**config.mk**
```make
export PLATFORM = sky130hd
export DESIGN_NAME = control_multiplicacion
export DESIGN_NICKNAME = d
export VERILOG_FILES = /design/src/rtl/control_multiplicacion.sv
export SDC_FILE = /design/constraint.sdc
export NUM_CORES = 1
export LEC_CHECK = 0
export CAP_MARGIN = 5
export CORE_MARGIN = 4
export CORE_UTILIZATION = 54
export CTS_CLUSTER_DIAMETER = 40
export DETAILED_ROUTE_END_ITERATION = 10
export MAX_ROUTING_LAYER = met4
export PLACE_DENSITY = 0.79
export SLEW_MARGIN = 20
export SYNTH_ARGS = -nofsm -noshare
export SYNTH_HDL_FRONTEND = slang
export SYNTH_SLANG_ARGS = --single-unit
```
**constraint.sdc**
```tcl
create_clock -name clk -period 2.9 [get_ports clk]
set_input_delay 0.87 -clock clk [delete_from_list [all_inputs] [get_ports clk]]
set_output_delay 0.87 -clock clk [all_outputs]
set_load 0.005 [all_outputs]
```
**src/rtl/control_multiplicacion.sv**
```systemverilog
// ============================================================================
// Module   : control_multiplicacion
// Purpose  : Iterative shift-and-add multiplier controller, one partial
//            product per clock, fixed N-cycle latency.
// Revision : 1.0 - initial release
// ============================================================================
`default_nettype none

module control_multiplicacion #(
  parameter int N = 4
) (
  input  logic           clk,
  input  logic           rst_n,
  input  logic           start,
  input  logic [N-1:0]   a,
  input  logic [N-1:0]   b,
  output logic           busy,
  output logic           done,
  output logic [N-1:0]   c,
  output logic           co,
  output logic [2*N-1:0] p
);

  localparam int CW = $clog2(N + 1);
  localparam logic [CW-1:0] C_LAST = CW'(N - 1);
  localparam logic [CW-1:0] C_ONE  = CW'(1);

  typedef enum logic [1:0] {
    IDLE = 2'd0,
    CALC = 2'd1,
    DONE = 2'd2
  } state_t;

  state_t r_state;
  state_t w_state_next;

  logic [2*N-1:0] r_mcand;
  logic [N-1:0]   r_mplier;
  logic [2*N-1:0] r_acc;
  logic [CW-1:0]  r_count;
  logic [2*N-1:0] r_p;

  logic [2*N-1:0] w_addend;
  logic [2*N-1:0] w_acc_sum;
  logic           w_last_step;

  assign w_addend    = r_mplier[0] ? r_mcand : '0;
  assign w_acc_sum   = r_acc + w_addend;
  assign w_last_step = (r_count == C_LAST);

  always_ff @(posedge clk or negedge rst_n) begin
    if (!rst_n) begin
      r_state <= IDLE;
    end else begin
      r_state <= w_state_next;
    end
  end

  always_comb begin
    w_state_next = r_state;
    case (r_state)
      IDLE:    if (start) w_state_next = CALC;
      CALC:    if (w_last_step) w_state_next = DONE;
      DONE:    w_state_next = IDLE;
      default: w_state_next = IDLE;
    endcase
  end

  // The final step writes the product straight from the adder so p is valid
  // in the DONE cycle; p is untouched during CALC so the old result holds.
  always_ff @(posedge clk or negedge rst_n) begin
    if (!rst_n) begin
      r_mcand  <= '0;
      r_mplier <= '0;
      r_acc    <= '0;
      r_count  <= '0;
      r_p      <= '0;
    end else begin
      case (r_state)
        IDLE: begin
          if (start) begin
            r_mcand  <= {{N{1'b0}}, a};
            r_mplier <= b;
            r_acc    <= '0;
            r_count  <= '0;
          end
        end
        CALC: begin
          r_acc    <= w_acc_sum;
          r_mcand  <= r_mcand << 1;
          r_mplier <= r_mplier >> 1;
          r_count  <= r_count + C_ONE;
          if (w_last_step) begin
            r_p <= w_acc_sum;
          end
        end
        default: ;
      endcase
    end
  end

  assign busy = (r_state == CALC);
  assign done = (r_state == DONE);
  assign p    = r_p;
  assign c    = r_p[N-1:0];
  assign co   = |r_p[2*N-1:N];

endmodule

`default_nettype wire

```
## After elaboration in Yosys (flattened, before gate mapping)

Cells that the tools add are included.

- Register bits after elaboration: 33
- Input port bits: 11
- Word-level logic and storage cells: 31
- Output and inout port bits: 15

- Equal/unequal tests: 5
- Reduce and logical (&&, ||, !) cells: 6
- Add/subtract/negate cells: 2
- Mux-type cells: 12

Operators by type and width:

| operator | count |
|---|---|
| 8-bit one-hot mux with 2 select lines | 2 |
| 8-bit two-way mux | 3 |
| 8-bit adder | 1 |
| 4-bit one-hot mux with 2 select lines | 1 |
| 3-bit one-hot mux with 2 select lines | 1 |
| 2-bit AND reduction | 3 |
| 2-bit two-way mux | 2 |
| 4-bit two-way mux | 1 |
| 2-bit one-hot mux with 2 select lines | 1 |
| 4-bit OR reduction | 1 |
| 3-bit by 1-bit adder with 3-bit output (second input constant) | 1 |
| 3-bit by 2-bit == test with 1-bit output (second input constant) | 1 |
| 3-bit two-way mux | 1 |
| 2-bit by 1-bit == test with 1-bit output (second input constant) | 1 |
| 2-bit == test (second input constant) | 1 |
| 2-bit zero test | 1 |
| 2-bit by 1-bit != test with 1-bit output (second input constant) | 1 |
| 2-bit != test (second input constant) | 1 |
| 2-bit nonzero test | 1 |

## Logic depth before layout (Yosys ltp)

Gate-level depths: netlist (run 1).

- Depth in word-level cells: 3
- Mapped depth: 9
- Gate-level depth less buffers: 9

## Worst setup path after synthesis (run 1)

Ideal clock, no wire load.

- Path kind: register to register
- Start: register r_mplier[0]
- End: register r_p[4] (netlist: p[4])
- Setup time: 0.125 ns
- Setup slack: 0.746 ns
- Path buffers: 0
- Arrival time: 2.029 ns
- Required time: 2.775 ns
- Stages on the path, launching flop included: 10
- Period minus slack after synthesis: 2.154 ns
- Cell sequence: dfrtp_1 > and2_1 > ha_1 > inv_1 > fa_1 > nor2b_4 > o21ai_2 > a21oi_2 > and2b_2 > mux2_2

- Longest elaborated chain between the ends: 2

Ends and longest elaborated chain:

| what | RTL line | RTL |
|---|---|---|
| from (decl) | 38 | `logic [N-1:0] r_mplier;` |
| from (signal assigned) | 91 | `r_mplier <= r_mplier >> 1;` |
| 8-bit two-way mux | 47 | `assign w_addend = r_mplier[0] ? r_mcand : '0;` |
| 8-bit adder | 48 | `assign w_acc_sum = r_acc + w_addend;` |
| to (signal assigned) | 94 | `r_p <= w_acc_sum;` |
| to (decl) | 41 | `logic [2*N-1:0] r_p;` |

Every way passes these cells.
A chain may end at the register's enable or synchronous reset.

## Worst setup path in the final report (run 1)

- Start: register r_state[1]
- End: output busy

- Longest elaborated chain between the ends: 1

Ends and longest elaborated chain:

| what | RTL line | RTL |
|---|---|---|
| from (decl) | 34 | `state_t r_state;` |
| from (signal assigned) | 55 | `r_state <= w_state_next;` |
| 2-bit by 1-bit == test with 1-bit output | 102 | `assign busy = (r_state == CALC);` |
| to (decl) | 17 | `output logic busy,` |

Every way passes these cells.

==> results.sh, run 1 <==
export IMPL_status="complete, no violations"
export IMPL_p_leak_nw=0.989
export IMPL_die_area_mm2=0.00435
export IMPL_slew_limit_headroom_pct=72.7
export IMPL_grt_pass1_wl_mm=6.44
export IMPL_synth_flop_cell="dfrtp_1"
export IMPL_postCtsResizedCells=0
export IMPL_insertion_delay_ps=340
export IMPL_coreArea_mm2=0.00313
export IMPL_netlist_area_mm2=0.00181
export IMPL_synth_most_common_cell="dfrtp_1"
export IMPL_yosysTopAreaCell="dfrtp_1"
export IMPL_wl_per_cell_um=14.3
export IMPL_hold_path_class="reg2reg"
export IMPL_final_cell_count_no_fill=249
export IMPL_port_buffers=25
export IMPL_synth_fp_nets=200
export IMPL_fin_crit_sh_pct=92.5
export IMPL_finalMaxSlewViolations=0
export IMPL_cts_htree_levels=2
export IMPL_synth_compound_area_share_pct=18.2
export IMPL_dpl_worst_slack_ps=547
export IMPL_fin_nets=225
export IMPL_ant_nets=0
export IMPL_die_w_um=65.9
export IMPL_gp_congestion=0.902
export IMPL_core_rowCount=20
export IMPL_p_sw_share_pct=36.4
export IMPL_rsz0062_at_grt="no"
export IMPL_synth_fa_ha_area_share_pct=7.32
export IMPL_wl_met3_um=186
export IMPL_cts_buffers_inserted=5
export IMPL_drc_errors=0
export IMPL_cp_required_ps=2030
export IMPL_crit_fanout=11
export IMPL_ys_types=41
export IMPL_end_kind="primary output"
export IMPL_wl_met1_mm=1.58
export IMPL_track_usage_pct=20.1
export IMPL_cts_tree="built"
export IMPL_nFillCells=264
export IMPL_final_setup_viol_count=0
export IMPL_wirelength_mm=3.56
export IMPL_grt_overflow=0
export IMPL_crit_path_start_kind="register"
export IMPL_top_layer="met4"
export IMPL_cp_arrival_ps=1810
export IMPL_grt_pass1_vias=1405
export IMPL_async_flop_share_pct=100
export IMPL_hold_violations=0
export IMPL_clock_skew_ps=8.77
export IMPL_clockBufferDepth=2
export IMPL_ioPinCount=26
export IMPL_yosys_area_top_type_share_pct=45.5
export IMPL_drtIter0Drc=58
export IMPL_power_w=0.00212
export IMPL_path_class="reg2out"
export IMPL_synthTopCellsByArea="dfrtp_1, ha_1, o21ai_0"
export IMPL_clkPwrFrac_pct=17.3
export IMPL_yosys_area_share_simple_pct=16.5
export IMPL_final_setup_tns_ps=0
export IMPL_synth_edff_count=0
export IMPL_synth_top_family_by_area="compound AO/OA/AOI/OAI gates"
export IMPL_synth_xor_area_share_pct=3.17
export IMPL_postCtsSetupBuffers=0
export IMPL_seq_power_share_pct=37.9
export IMPL_clk_pin_slew_ps=100
export IMPL_antenna_found_initial=0
export IMPL_antenna_cells=0
export IMPL_p_comb_share_pct=44.8
export IMPL_root_buffer="clkbuf_4"
export IMPL_power_per_cell_area_mw_per_mm2=975
export IMPL_synth_yosys_seq_area_share_pct=45.5
export IMPL_syn_avg_cell_area_um2=10.1
export IMPL_viasPerCell=5.55
export IMPL_timing_final_crit_period_ps=2680
export IMPL_fmax_mhz=373
export IMPL_drive_gt1_share_pct=12.2
export IMPL_area_growth_pct=19.9
export IMPL_drt_pass1_iter_count=4
export IMPL_hpwlAfterDp_mm=2.69
export IMPL_cap_violations=0
export IMPL_synthCells=179
export IMPL_initial_utilization_pct=58.0
export IMPL_irDropWorstVdd_v=0.000669
export IMPL_dp_cells=241
export IMPL_p_sw_w=0.000772
export IMPL_met2_length_mm=1.74
export IMPL_whs_ps=509
export IMPL_ys_warn_count=0
export IMPL_intPower_w=0.00135
export IMPL_setup_slack_ps=218
export IMPL_worstMarginPinSlew_ps=409
export IMPL_cts_hold_fix_buffers=0
export IMPL_grt_max_degree=34
export IMPL_synth_mux_area_share_pct=3.66
export IMPL_yosys_top_cells_count="dfrtp_1, o21ai_0, nand2_1"
export IMPL_clock_sinks=33
export IMPL_die_h_um=65.9
export IMPL_vias=1383
export IMPL_synth_seq_cells=33
-- logic make-up after synthesis --
kind of cell	count (synthesis)
simple gates	54
buf+inv	21
fa+ha+maj	10
mux	6
xor+xnor	5
flops	33
compound gates	50
-- area by class of cell --
cell class	count	area, µm²	share of cell area (%)
clock buffers	6	51.3	2.36
clock inverters	2	37.5	1.73
inverters	10	37.5	1.73
multi-input cells	125	886	40.8
flip-flops and latches	33	826	38.0
well taps	44	55.1	2.53
repair buffers	29	280	12.9
-- metrics by stage --
step                      utilization (%)  instance area (µm²)
after CTS                            69.5                 2170
after detailed placement             66.6                 2080
final                                69.5                 2170
after global routing                 69.5                 2170
after global placement               66.6                 2080
after floorplan                         -                 1810
-- power by group through the flow --
| stage | logic [W] | clock network (W) | registers, W |
|---|---|---|---|
| final | 0.000949 | 0.000366 | 0.000804 |
| after global routing | 0.00107 | 0.000404 | 0.000836 |
| after CTS | 0.000962 | 0.000379 | 0.000806 |
| after detailed placement | 0.000957 | 0 | 0.000813 |
| after global placement | 0.000927 | 0 | 0.000802 |
| after floorplan | 0.000671 | 0 | 0.000759 |
-- flip-flops by register name (all words and copies together) (netlist names) --
| name | count |
|---|---|
| p | 8 |
| r_acc | 8 |
| r_count | 3 |
| r_mcand | 8 |
| r_mplier | 4 |
| r_state | 2 |
-- placed cells by master (no fill, tap or decap), types with 4 or more instances in the layout --
master           netlist  routed
dfrtp_1               33      33
clkdlybuf4s50_1        0      25
o21ai_0               18      18
nand2_1               16      16
and2_1                11      11
a22o_1                 9       9
ha_1                   9       9
inv_1                  8       8
a21oi_1                7       7
nor2b_1                6       6
mux2_2                 5       5
clkbuf_4               0       5
a31oi_1                4       4
nor2_1                 4       4
buf_4                  5       4
-- layer usage --
metal | up-vias | track usage, %
met5 | - | -
met4 | 0 | 7.61
met3 | 7 | 5.27
met2 | 46 | 32.4
met1 | 650 | 24.4
li1 | 680 | -
-- worst paths after layout --
path                            slack (ps)                      to                    start  depth (start not counted)
worst max-delay path                   220                    busy   r_state[1]$_DFFE_PN0P_                          3
worst min-delay path                   510  r_count[2]$_DFFE_PN0P_   r_count[2]$_DFFE_PN0P_                          2
worst max register to register         530        p[4]$_DFFE_PN0P_  r_mplier[0]$_DFFE_PN0P_                          9
worst min register to register         510  r_count[2]$_DFFE_PN0P_   r_count[2]$_DFFE_PN0P_                          2
max in group asynchronous             1690    r_acc[0]$_DFFE_PN0P_                    rst_n                          2
min in group asynchronous              910        p[5]$_DFFE_PN0P_                    rst_n                          2
-- critical path, cell delays in order (launching register included) --
cell and delay [ps]:
dfrtp_1 490, nand2b_1 360, inv_2 120, clkdlybuf4s50_1 500
(Power assumes the default switching activity.)
==> run 2: changes to the inputs <==
--- a/config.mk
+++ b/config.mk
@@ -6,7 +6,6 @@
 export NUM_CORES = 1
 export LEC_CHECK = 0
 export CAP_MARGIN = 5
-export CORE_MARGIN = 4
 export CORE_UTILIZATION = 54
 export CTS_CLUSTER_DIAMETER = 40
 export DETAILED_ROUTE_END_ITERATION = 10
==> run 2 against run 1 <==
Against the previous run:
- worst hold slack got worse by 19 ps
- critical path depth unchanged
- via count increased by 1.6%
- count of clock-buffer cells in the layout stayed put
- clock power is 28% lower
- maximum frequency down 0.74%
- routed wire length rose by 1.5%
- sequential power about the same
- design area down 1.3%
- power is 4.5% lower
- die area down 17%
- final cell count unchanged
- critical path type unchanged
==> results.sh, run 2 (synthesized netlist as in run 1, its figures left out) <==
export IMPL_cts_tree="built"
export IMPL_antenna_found_initial=1
export IMPL_fin_area_mm2=0.00215
export IMPL_wl_per_cell_um=14.5
export IMPL_clock_sinks=33
export IMPL_port_buffers=25
export IMPL_area_growth_pct=18.4
export IMPL_final_setup_tns_ps=0
export IMPL_irDropWorstVdd_v=0.000609
export IMPL_end_kind="primary output"
export IMPL_cts_htree_levels=2
export IMPL_coreArea_mm2=0.00313
export IMPL_fin_nets=225
export IMPL_wirelength_mm=3.62
export IMPL_clockBufferDepth=2
export IMPL_grt_max_degree=34
export IMPL_die_w_um=59.9
export IMPL_p_leak_nw=0.975
export IMPL_postCtsResizedCells=0
export IMPL_final_setup_viol_count=0
export IMPL_initial_utilization_pct=58.0
export IMPL_cp_required_ps=2030
export IMPL_drive_gt1_share_pct=11.8
export IMPL_hold_path_class="reg2reg"
export IMPL_rsz0062_at_grt="no"
export IMPL_clock_skew_ps=4.83
export IMPL_place_area_mm2=0.00208
export IMPL_hpwlAfterDp_mm=2.61
export IMPL_timing_final_crit_period_ps=2700
export IMPL_grt_pass1_wl_mm=5.95
export IMPL_core_rowCount=20
export IMPL_hold_violations=0
export IMPL_path_class="reg2out"
export IMPL_die_area_mm2=0.00359
export IMPL_cts_buffers_inserted=5
export IMPL_final_common_cell="dfrtp_1"
export IMPL_cts_hold_fix_buffers=0
export IMPL_grt_overflow=0
export IMPL_final_cell_mix="dfrtp_1, clkdlybuf4s50_1, o21ai_0, nand2_1, and2_1"
export IMPL_drc_errors=0
export IMPL_crit_fanout=11
export IMPL_grt_pass1_vias=1374
export IMPL_drtIter0Drc=67
export IMPL_cp_arrival_ps=1830
export IMPL_status="complete, no violations"
export IMPL_crit_path_start_kind="register"
export IMPL_slew_limit_headroom_pct=72.8
export IMPL_insertion_delay_ps=340
export IMPL_fmax_mhz=370
export IMPL_fin_util_pct=68.6
export IMPL_postCtsSetupBuffers=0
export IMPL_root_buffer="clkbuf_4"
export IMPL_ioPinCount=26
export IMPL_fin_crit_sh_pct=93.2
export IMPL_clk_pin_slew_ps=100
export IMPL_cap_violations=0
export IMPL_drt_pass1_iter_count=4
export IMPL_power_w=0.00203
export IMPL_gp_congestion=0.897
export IMPL_viasPerCell=5.64
export IMPL_vias=1405
export IMPL_ant_nets=0
export IMPL_track_usage_pct=23.8
export IMPL_finalMaxSlewViolations=0
export IMPL_power_per_cell_area_mw_per_mm2=944
export IMPL_die_h_um=59.9
export IMPL_nFillCells=259
export IMPL_worstMarginPinSlew_ps=408
run 2: final cells by class:
type                            count  area [µm²]  share of cell area, %
Clock buffer                        6        51.3                   2.39
Inverter                           10        37.5                   1.75
Tap cell                           44        55.1                   2.57
Sequential cell                    33         826                   38.5
Multi-Input combinational cell    125         886                   41.3
Antenna cell                        1        2.50                  0.117
Timing Repair Buffer               29         280                   13.1
Clock inverter                      1        7.51                  0.350
run 2: per-layer routing:
layer	global-route usage, %	part of all wire [%]
met4	8.97	1.2
met5	-	0
met2	38.6	49
met3	7.79	6.7
met1	27.4	43
run 2: path summary, 6_finish.rpt:
check	from	to	slack [ps]	depth (start not counted)
worst max-delay path	r_state[1]$_DFFE_PN0P_	busy	200	3
worst min-delay path	r_count[2]$_DFFE_PN0P_	r_count[2]$_DFFE_PN0P_	490	2
worst max register to register	r_mplier[0]$_DFFE_PN0P_	p[4]$_DFFE_PN0P_	540	9
worst min register to register	r_count[2]$_DFFE_PN0P_	r_count[2]$_DFFE_PN0P_	490	2
max in group asynchronous	rst_n	r_mcand[6]$_DFFE_PN0P_	1680	2
min in group asynchronous	rst_n	p[2]$_DFFE_PN0P_	930	2
run 2: worst max-delay path, stage by stage, from the launching register on:
cell and delay, ps:
dfrtp_1 490, nand2b_1 370, inv_2 130, clkdlybuf4s50_1 510
run 2: power breakdown:
group | leakage [nW] | switching (W) | total (W) | internal (W)
logic | 0.513 | 0.000461 | 0.000955 | 0.000494
registers | 0.431 | 0.000157 | 0.000806 | 0.000649
clock network | 0.0303 | 0.000151 | 0.000265 | 0.000113
total | 0.975 | 0.000769 | 0.00203 | 0.00126
run 2: metrics by stage:
stage	hold WS [ps]	std cells	worst slack, ps
final	490	249	198
after global routing	528	249	95.2
after CTS	505	248	188
after detailed placement	481	241	576
after global placement	470	241	612
after floorplan	450	179	746
==> run 3: changes to the inputs <==
--- a/config.mk
+++ b/config.mk
@@ -6,11 +6,14 @@
 export NUM_CORES = 1
 export LEC_CHECK = 0
 export CAP_MARGIN = 5
-export CORE_UTILIZATION = 54
+export CELL_PAD_IN_SITES_DETAIL_PLACEMENT = 1
+export CELL_PAD_IN_SITES_GLOBAL_PLACEMENT = 1
+export CORE_UTILIZATION = 42
 export CTS_CLUSTER_DIAMETER = 40
 export DETAILED_ROUTE_END_ITERATION = 10
+export HOLD_SLACK_MARGIN = 0.08
 export MAX_ROUTING_LAYER = met4
-export PLACE_DENSITY = 0.79
+export PLACE_DENSITY_LB_ADDON = 0.1
 export SLEW_MARGIN = 20
 export SYNTH_ARGS = -nofsm -noshare
 export SYNTH_HDL_FRONTEND = slang
==> run 3 against run 2 <==
Against the previous run:
- design area rose by 2.2%
- first-iteration DRC count rose by 28%
- worst hold slack improved by 11 ps
- highest routed layer unchanged
- routed wire length rose by 11%
- utilization fell by 15 points
- via count fell by 0.85%
- flip-flop and latch count did not move
==> results.sh, run 3 (synthesized netlist as in run 1, its figures left out) <==
export IMPL_die_area_mm2=0.00458
export IMPL_rsz0062_at_grt="no"
export IMPL_grt_max_degree=34
export IMPL_end_kind="primary output"
export IMPL_crit_fanout=3
export IMPL_final_common_cell="dfrtp_1"
export IMPL_fin_util_pct=53.7
export IMPL_cts_tree="built"
export IMPL_seq_power_share_pct=37.8
export IMPL_p_sw_share_pct=36.8
export IMPL_timing_final_crit_period_ps=2500
export IMPL_fin_crit_sh_pct=86.3
export IMPL_hpwlAfterDp_mm=3.00
export IMPL_setup_slack_ps=397
export IMPL_p_comb_share_pct=44.5
export IMPL_hold_violations=0
export IMPL_drc_errors=0
export IMPL_insertion_delay_ps=280
export IMPL_fin_nets=225
export IMPL_ioPinCount=26
export IMPL_hold_path_class="reg2reg"
export IMPL_grt_pass1_wl_mm=6.69
export IMPL_intPower_w=0.00136
export IMPL_final_setup_tns_ps=0
export IMPL_dpl_worst_slack_ps=455
export IMPL_root_buffer="clkbuf_8"
export IMPL_worstMarginPinSlew_ps=415
export IMPL_multi_input_area_um2=886
export IMPL_path_cells="or4_1, clkdlybuf4s50_1"
export IMPL_drive_gt1_share_pct=12.2
export IMPL_postCtsSetupBuffers=0
export IMPL_die_w_um=67.7
export IMPL_port_buffers=25
export IMPL_cp_required_ps=2030
export IMPL_power_per_cell_area_mw_per_mm2=983
export IMPL_finalMaxSlewViolations=0
export IMPL_track_usage_pct=20.8
export IMPL_cts_htree_levels=2
export IMPL_clock_skew_ps=6.17
export IMPL_cp_arrival_ps=1630
export IMPL_die_h_um=67.7
export IMPL_gp_congestion=0.750
export IMPL_clock_sinks=33
export IMPL_final_cell_count_no_fill=255
export IMPL_clk_pin_slew_ps=70
export IMPL_layout_area_seq_um2=826
export IMPL_final_cell_mix="dfrtp_1, clkdlybuf4s50_1, o21ai_0, nand2_1, and2_1"
export IMPL_viasPerCell=5.46
export IMPL_antenna_cells=0
export IMPL_cts_buffers_inserted=5
export IMPL_drtIter0Drc=86
export IMPL_clockBufferDepth=2
export IMPL_grt_pass1_vias=1464
export IMPL_p_leak_nw=0.998
export IMPL_path_class="reg2out"
export IMPL_cts_hold_fix_buffers=0
export IMPL_coreArea_mm2=0.00409
export IMPL_crit_buf_inv=1
export IMPL_p_sw_w=0.000794
export IMPL_area_growth_pct=21.0
export IMPL_cap_violations=0
export IMPL_drt_pass1_iter_count=4
export IMPL_fmax_mhz=400
export IMPL_irDropWorstVdd_v=0.000428
export IMPL_slowest_stage="or4_1"
export IMPL_postCtsResizedCells=0
export IMPL_status="complete, no violations"
export IMPL_antenna_found_initial=0
export IMPL_crit_path_start_kind="register"
export IMPL_cp_top_family="simple AND/OR/NAND/NOR gates"
export IMPL_core_rowCount=23
export IMPL_slew_limit_headroom_pct=72.4
export IMPL_ant_nets=0
export IMPL_dp_cells=247
export IMPL_clkPwrFrac_pct=17.7
export IMPL_nFillCells=462
export IMPL_grt_overflow=0
export IMPL_worst_path_largest_cell_delay_ps=510
export IMPL_final_setup_viol_count=0
export IMPL_wl_per_cell_um=15.8
export IMPL_wirelength_mm=4.03
export IMPL_vias=1393
export IMPL_initial_utilization_pct=44.4
==> run 3: power by group through the flow <==
stage,sequential (W),clock (W),combinational [W]
floorplan,0.000759,0,0.000671
global placement,0.000809,0,0.000935
detailed placement,0.000826,0,0.000968
CTS,0.000820,0.000390,0.000977
global route,0.000844,0.000412,0.00108
finish,0.000815,0.000382,0.000959
==> run 3: layer usage <==
layer	vias up	global-route usage, %	wire [µm]
li1	673	-	-
met1	681	24.2	1850
met2	32	34.0	1960
met3	7	4.73	142
met4	0	8.78	73
met5	-	-	0
==> run 3: path summary, 6_finish.rpt <==
kind,from,end,slack (ps),depth (start not counted)
max in group asynchronous,rst_n,r_mcand[3]$_DFFE_PN0P_,1600,2
min,r_acc[2]$_DFFE_PN0P_,r_acc[2]$_DFFE_PN0P_,500,2
min reg2reg,r_acc[2]$_DFFE_PN0P_,r_acc[2]$_DFFE_PN0P_,500,2
max reg2reg,r_mplier[0]$_DFFE_PN0P_,p[4]$_DFFE_PN0P_,540,9
max,p[5]$_DFFE_PN0P_,co,400,2
min in group asynchronous,rst_n,p[3]$_DFFE_PN0P_,1000,2
==> run 3: cell type report <==
class	count	share of cell area, %
multi-input combinational	125	40.4
clock inverter	1	0.228
timing repair buffer	29	12.8
sequential	33	37.6
inverter	10	1.71
clock buffer	7	4.39
tap	50	2.85
==> run 3: per-stage QoR <==
stage,hold slack (ps),area [µm²],power [W]
after floorplan,450,1810,0.00143
after global placement,468,2090,0.00174
after detailed placement,485,2090,0.00179
after CTS,502,2190,0.00219
after global routing,524,2190,0.00234
final,501,2190,0.00216
==> run 3: worst reg2reg max path, cell delays in order, from the launching register on <==
cell and delay, ps:
dfrtp_1 450, and2_1 160, ha_1 200, inv_1 70, fa_1 440, nor2b_4 140, o21ai_2 70, a21oi_2 210
and2b_2 250, mux2_2 260
